==> config.mk <==
export PLATFORM = sky130hd
export DESIGN_NAME = sr_excitation_driver
export DESIGN_NICKNAME = d
export VERILOG_FILES = /design/src/rtl/sr_excitation_driver.sv
export SDC_FILE = /design/constraint.sdc
export NUM_CORES = 1
export LEC_CHECK = 0
export CAP_MARGIN = 20
export CELL_PAD_IN_SITES_DETAIL_PLACEMENT = 1
export CELL_PAD_IN_SITES_GLOBAL_PLACEMENT = 1
export CORE_MARGIN = 2
export CORE_UTILIZATION = 39
export DETAILED_ROUTE_END_ITERATION = 8
export PLACE_DENSITY = 0.84
export SETUP_SLACK_MARGIN = 0.2
export SLEW_MARGIN = 20
export SYNTH_ARGS = -nofsm -noshare
export SYNTH_HDL_FRONTEND = slang
export SYNTH_SLANG_ARGS = --single-unit
==> constraint.sdc <==
create_clock -name clk -period 3.05 [get_ports clk]
set_input_delay 0.305 -clock clk [delete_from_list [all_inputs] [get_ports clk]]
set_output_delay 0.305 -clock clk [all_outputs]
set_load 0.05 [all_outputs]
==> src/rtl/sr_excitation_driver.sv <==
// Drives a WIDTH-bit target word, LSB first, into an external SR flip-flop as
// set/reset commands. It reads back q, checks it against an internal model and counts mismatches.
module sr_excitation_driver #(
    parameter int WIDTH = 8
) (
    input  logic                         clk,
    input  logic                         rst,
    input  logic                         in_valid,
    output logic                         in_ready,
    input  logic [WIDTH-1:0]             in_data,
    output logic                         s,
    output logic                         r,
    input  logic                         q_fb,
    output logic                         busy,
    output logic                         done,
    output logic                         err,
    output logic [$clog2(WIDTH+1)-1:0]   mis_cnt
);
    localparam int CW = $clog2(WIDTH + 1);
    localparam int IW = (WIDTH > 1) ? $clog2(WIDTH) : 1;
    localparam logic [IW-1:0] LAST    = IW'(WIDTH - 1);
    localparam logic [CW-1:0] CNT_MAX = CW'(WIDTH);

    typedef enum logic [1:0] {IDLE, DRIVE, SETTLE, DONE} state_t;

    state_t           state;
    state_t           state_nx;
    logic [WIDTH-1:0] sh;
    logic [WIDTH-1:0] sh_shift;
    logic [IW-1:0]    idx;
    logic             exp_q;

    assign sh_shift = sh >> 1;

    always_ff @(posedge clk) begin
        if (!rst) state <= IDLE;
        else      state <= state_nx;
    end

    always_comb begin
        state_nx = state;
        in_ready = 1'b0;
        busy     = 1'b0;
        done     = 1'b0;
        case (state)
            IDLE: begin
                in_ready = 1'b1;
                if (in_valid) state_nx = DRIVE;
            end
            DRIVE: begin
                busy     = 1'b1;
                state_nx = SETTLE;
            end
            SETTLE: begin
                busy     = 1'b1;
                state_nx = (idx == LAST) ? DONE : DRIVE;
            end
            DONE: begin
                busy     = 1'b1;
                done     = 1'b1;
                state_nx = IDLE;
            end
            default: state_nx = IDLE;
        endcase
    end

    // s/r are registered, so the command for a bit is computed on the edge
    // that enters DRIVE. The command compares the next target bit with the model's current q.
    always_ff @(posedge clk) begin
        if (!rst) begin
            s       <= 1'b0;
            r       <= 1'b0;
            exp_q   <= 1'b0;
            err     <= 1'b0;
            mis_cnt <= '0;
            idx     <= '0;
            sh      <= '0;
        end else begin
            s <= 1'b0;
            r <= 1'b0;
            case (state)
                IDLE: begin
                    if (in_valid) begin
                        sh      <= in_data;
                        exp_q   <= q_fb;
                        err     <= 1'b0;
                        mis_cnt <= '0;
                        idx     <= '0;
                        s       <= in_data[0] & ~q_fb;
                        r       <= ~in_data[0] & q_fb;
                    end
                end
                DRIVE: exp_q <= sh[0];
                SETTLE: begin
                    if (q_fb != exp_q) begin
                        err <= 1'b1;
                        if (mis_cnt != CNT_MAX) mis_cnt <= mis_cnt + CW'(1);
                    end
                    if (idx != LAST) begin
                        idx <= idx + IW'(1);
                        sh  <= sh_shift;
                        s   <= sh_shift[0] & ~exp_q;
                        r   <= ~sh_shift[0] & exp_q;
                    end
                end
                default: ;
            endcase
        end
    end
endmodule

==> results of run 1 <==
metrics by stage:
step / setup slack [ns] / total power [mW] / instances
4_1_cts: 0.640 / 0.552 / 170
3_5_place_dp: 1.03 / 0.412 / 166
2_1_floorplan: 0.972 / 0.378 / 121
5_1_grt: 0.575 / 0.573 / 170
3_3_place_gp: 1.10 / 0.407 / 166
6_report: 0.661 / 0.547 / 170
routing by layer:
| metal | wire length (µm) | vias up |
|---|---|---|
| met3 | 111 | 7 |
| met1 | 1130 | 446 |
| li1 | - | 463 |
| met2 | 1210 | 25 |
| met5 | 0 | - |
| met4 | 65 | 0 |
sequential cells by signal, summed over array words and instances, names as in the netlist:
register	count
idx	3
r	1
state	2
mis_cnt	4
s	1
sh	8
exp_q	1
err	1
cell type report:
cell class	count	area, µm²
fillers	312	1230
repair buffers	21	210
well taps	30	37.5
multi-input cells	88	553
flip-flops and latches	21	420
inverters	6	22.5
clock buffers	4	26.3
worst register-to-register path: stages (launching register included):
cell       delay (ns)
dfxtp_1          0.68
nand2b_1         0.41
or3_1            0.45
a21oi_1          0.15
o2bb2ai_1        0.13
power by group through the flow:
stage	clock [mW]	combinational (mW)	sequential, mW
finish	0.141	0.103	0.303
detailed placement	0	0.104	0.309
global placement	0	0.0999	0.307
global route	0.156	0.112	0.305
CTS	0.145	0.104	0.302
floorplan	0	0.0696	0.308
cell usage after synthesis:
cell type / instances
a21oi_1: 8
and2_1: 1
buf_4: 1
nand3b_1: 2
nand3_1: 2
nand2b_1: 2
nor2_1: 16
buf_6: 2
a21oi_4: 1
o221a_2: 1
o21bai_4: 1
o21ai_0: 1
nand4b_1: 3
or3_1: 1
dfxtp_1: 21
nand2_1: 16
a32oi_1: 1
a21o_1: 2
clkbuf_1: 1
buf_2: 2
xnor2_1: 1
o32ai_1: 1
nor3b_1: 1
nor3_1: 1
clkinv_1: 1
o22ai_1: 1
a311oi_1: 7
ha_1: 4
nor2b_1: 9
o211ai_1: 1
o2bb2ai_1: 1
inv_1: 5
nand4_1: 1
a22oi_1: 2
kinds of logic after synthesis:
kind of cell | count (synthesis) | synth area share [%]
flops | 21 | 40.4
buf+inv | 12 | 6.38
compound gates | 28 | 21.4
simple gates | 55 | 26.1
xor+xnor | 1 | 0.843
fa+ha+maj | 4 | 4.81
cell usage in the layout, fill, tap and decap left out, types with 2 or more instances in the layout:
cell             synthesis  final
nand2b_1                 2      2
clkdlybuf4s50_1          0     21
a21o_1                   2      2
inv_1                    5      5
nand4b_1                 3      3
dfxtp_1                 21     21
a22oi_1                  2      2
ha_1                     4      4
nor2_1                  16     16
a21oi_1                  8      8
nand3_1                  2      2
clkbuf_4                 0      3
nor2b_1                  9      9
nand2_1                 16     16
nand3b_1                 2      2
a311oi_1                 7      7
worst paths after layout:
kind / startpoint / end / slack, ns / cells after the start
worst max-delay path: state[1] / busy / 0.66 / 3
worst min-delay path: sh[3] / sh[2] / 0.49 / 2
worst max register to register: state[1] / mis_cnt[3] / 1.17 / 4
worst min register to register: sh[3] / sh[2] / 0.49 / 2
==> impl_results.md, run 1 <==
- Vias per cell: 5.54
- Worst Path Buf+Inv: 2
- Number of buffers between clock root and the deepest sink: 2
- Critical path's largest stage delay: 0.80 ns
- Met3 usage: 3.49%
- Count of unresolved DRC violations after routing: 0
- Number of antenna violations at the first check in global routing: 0
- Critical path data arrival time: 2.08 ns
- Total count of hold-check failures in the final report: 0
- Total number of nets in the final design: 157
- Final Hold Slack: 0.494 ns
- Die ar.: 3100 µm²
- Post-route core utilization: 50.8%
- Tightest Pin Transition: 0.692 ns
- Cell count after synthesis: 121
- Area after detailed placement: 1240 µm²
- Final weighted congestion in routability-driven placement: 0.769
- Clock Tree Root: clkbuf_4
- Vias in the first global route: 916
- Maximum net fanout on the critical path: 13
- Top-level port count: 22
- CP startpoint kind: flop
- Mapped Nets: 137
- Required @ worst endpoint: 2.74 ns
- Chip Width: 55.6 µm
- Detailed-routing iteration count for the pre-antenna-repair pass: 4
- GR Layer Usage met1: 19.2%
- Port Buffer Count: 21
- Switching power as a share of total power: 29.6%
- Overall via count from detail_route: 941
- Crit end category: output pin
- Post-DR wirelength/cell: 14.8 µm
- Unrepaired setup endpoints after global routing: no
- Count of nets left with antenna violations after detail routing: 0
- Critical path's slowest cell: clkdlybuf4s50_1
- Area of the mapped netlist: 1040 µm²
- Type of the worst setup path: flop to output pin
- Status: completed
- Clock tree sinks: 21
- Internal power: 0.385 mW
- Tightest slew margin relative to the limit: 53.8%
- Max-cap check violation count: 0
- Overflow left after global routing: 0
- Global Route met2 Usage: 29.4%
- Sum of negative setup slack: 0 ns
- Area of the core region: 2500 µm²
- Total CTS buffers: 3
- TritonCTS clock tree: done
- Cell class contributing the biggest share of worst-path delay: buffers and inverters
- Combined global-route utilization of all metal layers: 16.9%
- Num rows: 18
- Pwr dens: 430 nW/µm²
- F_max: 419 MHz
- Mean post-synth cell area: 8.59 µm²
- Sequence of cells on the critical path: nor2_1 > inv_1 > clkdlybuf4s50_1
- Top cell type by total area after synthesis: dfxtp_1
- Clock-pin slew reported for the worst setup and hold paths after clock tree synthesis: 0.12 ns
- Count of final setup violators: 0
- Global routing's busiest layer: met2
- Yosys warns: 0
- Total wire length after detailed routing: 2.51 mm
- CTS H-Tree Depth: 1
- Number of DRC violations after detailed-routing iteration 0: 9
- Worst-case vdd ir drop: 0.000315 V
- Number of antenna diodes: 0
- Fraction of final layout cells with drive strength greater than 1: 4.29%
- Fin crit period: 2.39 ns
- Portion of the post-synthesis area used by sequential elements: 40.4%
- Leakage power figure: 0.472 nW
- Final-report max-slew violation count: 0
- Worst-Skew Late Latency: 0.32 ns
- Maximum number of pins on one net before global-route repair: 15
- Design Area, Final: 1270 µm²
- Number of buffers inserted by hold repair at cts: 0
- Part of the power in the clock network: 25.8%
- Hpwl dp: 1.84 mm
- Layout-stage area growth over the synthesis result: 22.1%
- Total of flip-flops plus latches after synthesis: 21
- Starting Density: 41.6%
- Share of the clock period used by the worst path after layout: 78.3%
- Cells taking the most area after synthesis: dfxtp_1 (40%), a311oi_1 (5.9%), nand2_1 (5.8%)
- Worst Skew: 0.00520 ns
- Flop pwr share: 55.3%
- Die Height: 55.6 µm
- Share of the synthesized area in the top cell type: 40.4%
- Reported net switching power: 0.162 mW
- Wire length of the first global-routing pass: 4.15 mm
- Number of distinct standard cells referenced by the synthesized netlist: 34
- Cells resized by post-CTS repair: 0
- Worst hold path type: flop to flop
- Buffers inserted during post-CTS setup optimization: 0
- Combinational share of power: 18.8%
No activity file was read; power rests on OpenSTA's default activity.
==> run 2, diff against run 1 <==
--- a/config.mk
+++ b/config.mk
@@ -9,9 +9,9 @@
 export CELL_PAD_IN_SITES_DETAIL_PLACEMENT = 1
 export CELL_PAD_IN_SITES_GLOBAL_PLACEMENT = 1
 export CORE_MARGIN = 2
-export CORE_UTILIZATION = 39
+export CORE_UTILIZATION = 33
 export DETAILED_ROUTE_END_ITERATION = 8
-export PLACE_DENSITY = 0.84
+export PLACE_DENSITY = 0.76
 export SETUP_SLACK_MARGIN = 0.2
 export SLEW_MARGIN = 20
 export SYNTH_ARGS = -nofsm -noshare
==> constraint.sdc (replaced) <==
create_clock -name clk -period 2.1 [get_ports clk]
set_input_delay 0.21 -clock clk [delete_from_list [all_inputs] [get_ports clk]]
set_output_delay 0.21 -clock clk [all_outputs]
set_load 0.05 [all_outputs]
==> impl_results.md, run 2 (synthesis results as in run 1) <==
- Vias per cell: 5.09
- F_max: 559 MHz
- Cell class contributing the biggest share of worst-path delay: buffers and inverters
- Overall via count from detail_route: 957
- Worst Path Buf+Inv: 1
- Maximum number of pins on one net before global-route repair: 15
- Num rows: 20
- Tightest slew margin relative to the limit: 66.8%
- Total wire length after detailed routing: 2.48 mm
- Number of DRC violations after detailed-routing iteration 0: 33
- Unrepaired setup endpoints after global routing: no
- Leakage power figure: 0.499 nW
- Number of buffers between clock root and the deepest sink: 2
- Count of placed standard cells in the final layout, fillers left out: 188
- Number of antenna diodes: 0
- Launch point of the worst hold path: in_data[2]
- Status: completed
- Design Area, Final: 1320 µm²
- Flip-flop count of the largest register after layout: 8
- Clock-pin slew reported for the worst setup and hold paths after clock tree synthesis: 0.12 ns
- Final Hold Slack: 0.457 ns
- Maximum net fanout on the critical path: 6
- Max-cap check violation count: 0
- Vias in the first global route: 891
- Worst hold path type: input pin to flop
- Placed Cells: 184
- Critical path's largest stage delay: 0.84 ns
- Slack of the worst reg-to-reg path: 0.47 ns
- Final critical-path setup slack: 0.312 ns
- Most frequent standard cell in the layout excluding fill and tap cells: dfxtp_1
- Post-route core utilization: 43.4%
- Critical path data arrival time: 1.58 ns
- Worst Skew: 0.00886 ns
- Number of antenna violations at the first check in global routing: 0
- Combined global-route utilization of all metal layers: 15.3%
- Required @ worst endpoint: 1.89 ns
- Overall power: 0.790 mW
- Wire length of the first global-routing pass: 4.08 mm
- CP startpoint kind: flop
- Area after detailed placement: 1290 µm²
- Final weighted congestion in routability-driven placement: 0.738
- Total count of hold-check failures in the final report: 0
- Sum of negative setup slack: 0 ns
- Total CTS buffers: 3
- Area of the core region: 3030 µm²
- Count of final setup violators: 0
- TritonCTS clock tree: done
- Source of the worst register-to-register timing path: idx[0]
- Fin crit period: 1.79 ns
- Commonest cells after routing, fill and taps aside: dfxtp_1 (21), clkdlybuf4s50_1 (18), nand2_1 (16)
- Critical path's slowest cell: clkdlybuf4s50_1
- Fraction of final layout cells with drive strength greater than 1: 9.72%
- Top-level port count: 22
- CTS H-Tree Depth: 1
- Final-report max-slew violation count: 0
- Count of nets left with antenna violations after detail routing: 0
- Detailed-routing iteration count for the pre-antenna-repair pass: 4
- Share of the clock period used by the worst path after layout: 85.1%
- Tightest Pin Transition: 0.497 ns
- Count of unresolved DRC violations after routing: 0
- End point of the worst hold path: sh[2]
- Pwr dens: 601 nW/µm²
- Clock tree sinks: 21
- Chip Width: 60.1 µm
- Setup slack at placement: 0.389 ns
- Sequence of cells on the critical path: clkdlybuf4s50_1
- Reg with most FFs: sh
- Die ar.: 3620 µm²
- Depth of the most critical reg-to-reg path: 5
- Hpwl dp: 1.95 mm
- Starting Density: 34.3%
- Clock Tree Root: clkbuf_4
- Post-DR wirelength/cell: 13.2 µm
- Port Buffer Count: 21
- Die Height: 60.1 µm
- Largest registers ranked by flip-flop count: sh x8, mis_cnt x4, idx x3
- Reg-to-reg critical path endpoint: sh[5]
- Layout-stage area growth over the synthesis result: 26.5%
- Worst hold path depth: 3
- Crit end category: output pin
- Total number of nets in the final design: 161
- Worst-Skew Late Latency: 0.31 ns
- Critical Path Start: mis_cnt[0]
- Buffers inserted during post-CTS setup optimization: 0
- Type of the worst setup path: flop to output pin
- Overflow left after global routing: 0
- Worst-case vdd ir drop: 0.000227 V
-- run 2: cell types whose count changed in the layout (fill, tap and decap cells not counted), sizes merged --
cell,delta
dlygate4sd2,+1
clkdlybuf4s50,-3
buf,+6
clkinv,+1
clkbuf,-1
-- run 2: cell type report --
type                            count  area [µm²]
Fill cell                         371        1710
Timing Repair Buffer               25         234
Sequential cell                    21         420
Clock buffer                        3        22.5
Inverter                            6        22.5
Multi-Input combinational cell     88         556
Clock inverter                      1        5.00
Tap cell                           44        55.1
-- run 2: metal layers --
| metal | share of wire, % | up-vias | track usage (%) |
|---|---|---|---|
| li1 | - | 472 | - |
| met3 | 3.5 | 5 | 2.81 |
| met2 | 50 | 19 | 26.1 |
| met4 | 1.7 | 0 | 6.67 |
| met5 | 0 | - | 0 |
| met1 | 45 | 461 | 18.6 |
-- run 2: where the power goes --
part           total, mW  switching (mW)  internal (mW)  leakage (nW)
registers          0.436          0.0165          0.420         0.172
logic              0.157          0.0898         0.0674         0.309
clock network      0.197           0.126         0.0713        0.0177
total              0.790           0.232          0.558         0.499
-- run 2: repair_timing --
action	CTS	global route
setup endpoints to repair	1	0
resized for setup	1	0
hold buffers	0	0
-- run 2: worst max-delay path by stage --
stage	endpoint	slack (ns)	depth (start not counted)
after floorplan	busy	0.47	3
after global placement	mis_cnt[1]	0.47	5
after detailed placement	sh[4]	0.39	5
after CTS	mis_cnt[0]	0.30	1
after global routing	mis_cnt[0]	0.25	1
final	mis_cnt[0]	0.31	1
==> patch: new RTL, settings of run 2 <==
Encoding of `state_t`: now one-hot (4 bits for 4 states).
--- a/src/rtl/sr_excitation_driver.sv
+++ b/src/rtl/sr_excitation_driver.sv
@@ -22,5 +22,5 @@
     localparam logic [CW-1:0] CNT_MAX = CW'(WIDTH);
 
-    typedef enum logic [1:0] {IDLE, DRIVE, SETTLE, DONE} state_t;
+    typedef enum logic [3:0] {IDLE = 4'b0001, DRIVE = 4'b0010, SETTLE = 4'b0100, DONE = 4'b1000} state_t;
 
     state_t           state;
Formal check against the unedited RTL: no difference found for any inputs over 10 cycles, from zero or initial values and one cycle with rst low; not proved beyond that.
==> patch against run 2 <==
  * Area after synthesis rose by 10%
  * Count of clock-buffer cells in the layout rose by 1
  * Worst setup slack got worse by 11 ps
  * Design area rose by 14%
  * Sequential cell count rose by 2
  * Wire length rose by 13%
  * Utilization rose by 1.4 points
  * Clock skew fell by 3.5 ps
  * Die area rose by 9.3%
  * Power rose by 4.1%
  * Final cell count rose by 3.2%
==> patch: results (changes against run 2) <==
The routed length on met2 came to 1.46 mm (was 1.24 mm). The detail-routed via count per cell came out at 5.10 (was 5.09). The worst voltage drop across the vdd grid came out at 0.000245 V (was 0.000227 V).

The destination of the worst register-to-register timing path is idx[0]$_SDFFE_PN0P_ (was sh[5]$_SDFFE_PN0P_). The setup slack of the most critical reg-to-reg path is 370 ps (was 470 ps). The timing endpoint of the critical path is busy (was mis_cnt[0]). The adder and majority cell fraction of the synthesized area came out at 4.38% (was 4.81%). The final clock skew is 5.32 ps (was 8.86 ps). The cell chosen for the clock root is clkbuf_4 (unchanged).

The post-detailed-placement half-perimeter wirelength is 2.15 mm (was 1.95 mm). The routed length on met3 was 75 microns (was 88 microns). The worst-case hold path end point is sh[7]$_SDFFE_PN0P_ (was sh[2]$_SDFFE_PN0P_).

The final RePlAce weighted congestion is 0.739 (was 0.738). The power of the sequential group is 477 uW (was 436 uW). The number of fill cells in the layout came out at 394 (was 371). The global-route wire length before repair is 5.04 mm (was 4.08 mm).

The mean cell area of the mapped netlist came out at 9.30 sq um (was 8.59 sq um). The critical-path maximum fanout came to 8 (was 6). The fmax is 556 MHz (was 559 MHz). The count of TritonRoute iterations in the first routing pass is 3 (was 4). The compound-cell area share of the yosys netlist came to 18.2% (was 21.4%). The largest net degree at the start of global routing is 19 (was 15). The met1 track demand over resource is 17.9% (was 18.6%). The transition time at the pin with the least slew margin is 537 ps (was 497 ps).

The slowest cell on the critical path is dfxtp_2 (was clkdlybuf4s50_1). The hold path startpoint was in_data[7] (was in_data[2]). The post-synthesis xor/xnor area fraction came to 0.766% (was 0.842%). The number of buffers created by CTS came out at 3 (unchanged). The overall global routing resource usage came out at 15.6% (was 15.3%). Top cells by instance count after synthesis: nand2_1, dfxtp_1, nand3_1 (was dfxtp_1, nand2_1, nor2_1). The number of instances in the placed design is 189 (was 184).

The leakage power of the design came to 0.000620 uW (was 0.000499 uW). The number of design-rule violations left by the first detailed-router iteration came out at 17 (was 33). The aggregate routed wire length came out at 2.81 mm (was 2.48 mm). The unique cell type count in the Yosys netlist is 35 (was 34). Status: finished, final reports clean (unchanged). The category of cells accounting for the largest share of critical-path delay is simple AND/OR/NAND/NOR gates (was buffers and inverters). The combinational power share is 17.3% (was 19.9%). The final net count came to 165 (was 161).

The launching point of the worst reg2reg path is state[3]$_SDFFE_PN0N_ (was idx[0]$_SDFFE_PN0P_). The via count of the first global-routing pass was 1075 (was 891). The first element of the critical path is state[2]$_SDFFE_PN0N_ (was mis_cnt[0]$_SDFFE_PN0P_). The routing usage on met3 is 2.16% (was 2.81%). The average wire per standard cell is 14.5 microns (was 13.2 microns). The routed length on met1 came out at 1.23 mm (was 1.11 mm). The met2 usage in global routing is 29.3% (was 26.1%). The share of final-layout standard cells stronger than drive strength 1 is 16.9% (was 9.72%). The largest stage delay on the critical path is 390 ps (was 840 ps). The multiplexer area fraction after synthesis came out at 1.75% (was 0%). Most area-consuming cells after synthesis: dfxtp_1, nand2_1, o211a_1, nand3_1, ha_1 (was dfxtp_1, a311oi_1, nand2_1, nor2_1, nor2b_1).

The sequential-to-total area share from yosys stat came out at 40.3% (was 40.4%).
patch: timing repair:
item                       CTS  global route
pin swaps                    0             1
hold buffers                 0             0
gates resized for setup      2             4
buffers inserted             0             1
setup endpoints to repair    1             8
patch: logic make-up after synthesis:
logic type      Yosys count
simple gates             59
compound gates           26
flops                    23
buf+inv                   8
fa+ha+maj                 4
mux                       2
xor+xnor                  1
patch: layout make-up:
type                            count  share of cell area [%]
Clock buffer                        4                    1.76
Inverter                            2                   0.502
Multi-Input combinational cell     92                    44.5
Sequential cell                    23                    31.1
Tap cell                           46                    3.85
Timing Repair Buffer               27                    18.2
patch: worst min-delay path: stages:
cell and delay [ps]:
clkdlybuf4s50_1 400, nand3_1 60, a21boi_0 60
patch: through the flow:
stage	util [%]	hold WS, ps	total power, uW	cell area [sq um]
floorplan	-	363	566	1160
global placement	42.8	454	612	1430
detailed placement	42.8	469	619	1430
CTS	43.7	464	821	1460
global route	44.8	476	866	1500
finish	44.8	468	822	1500
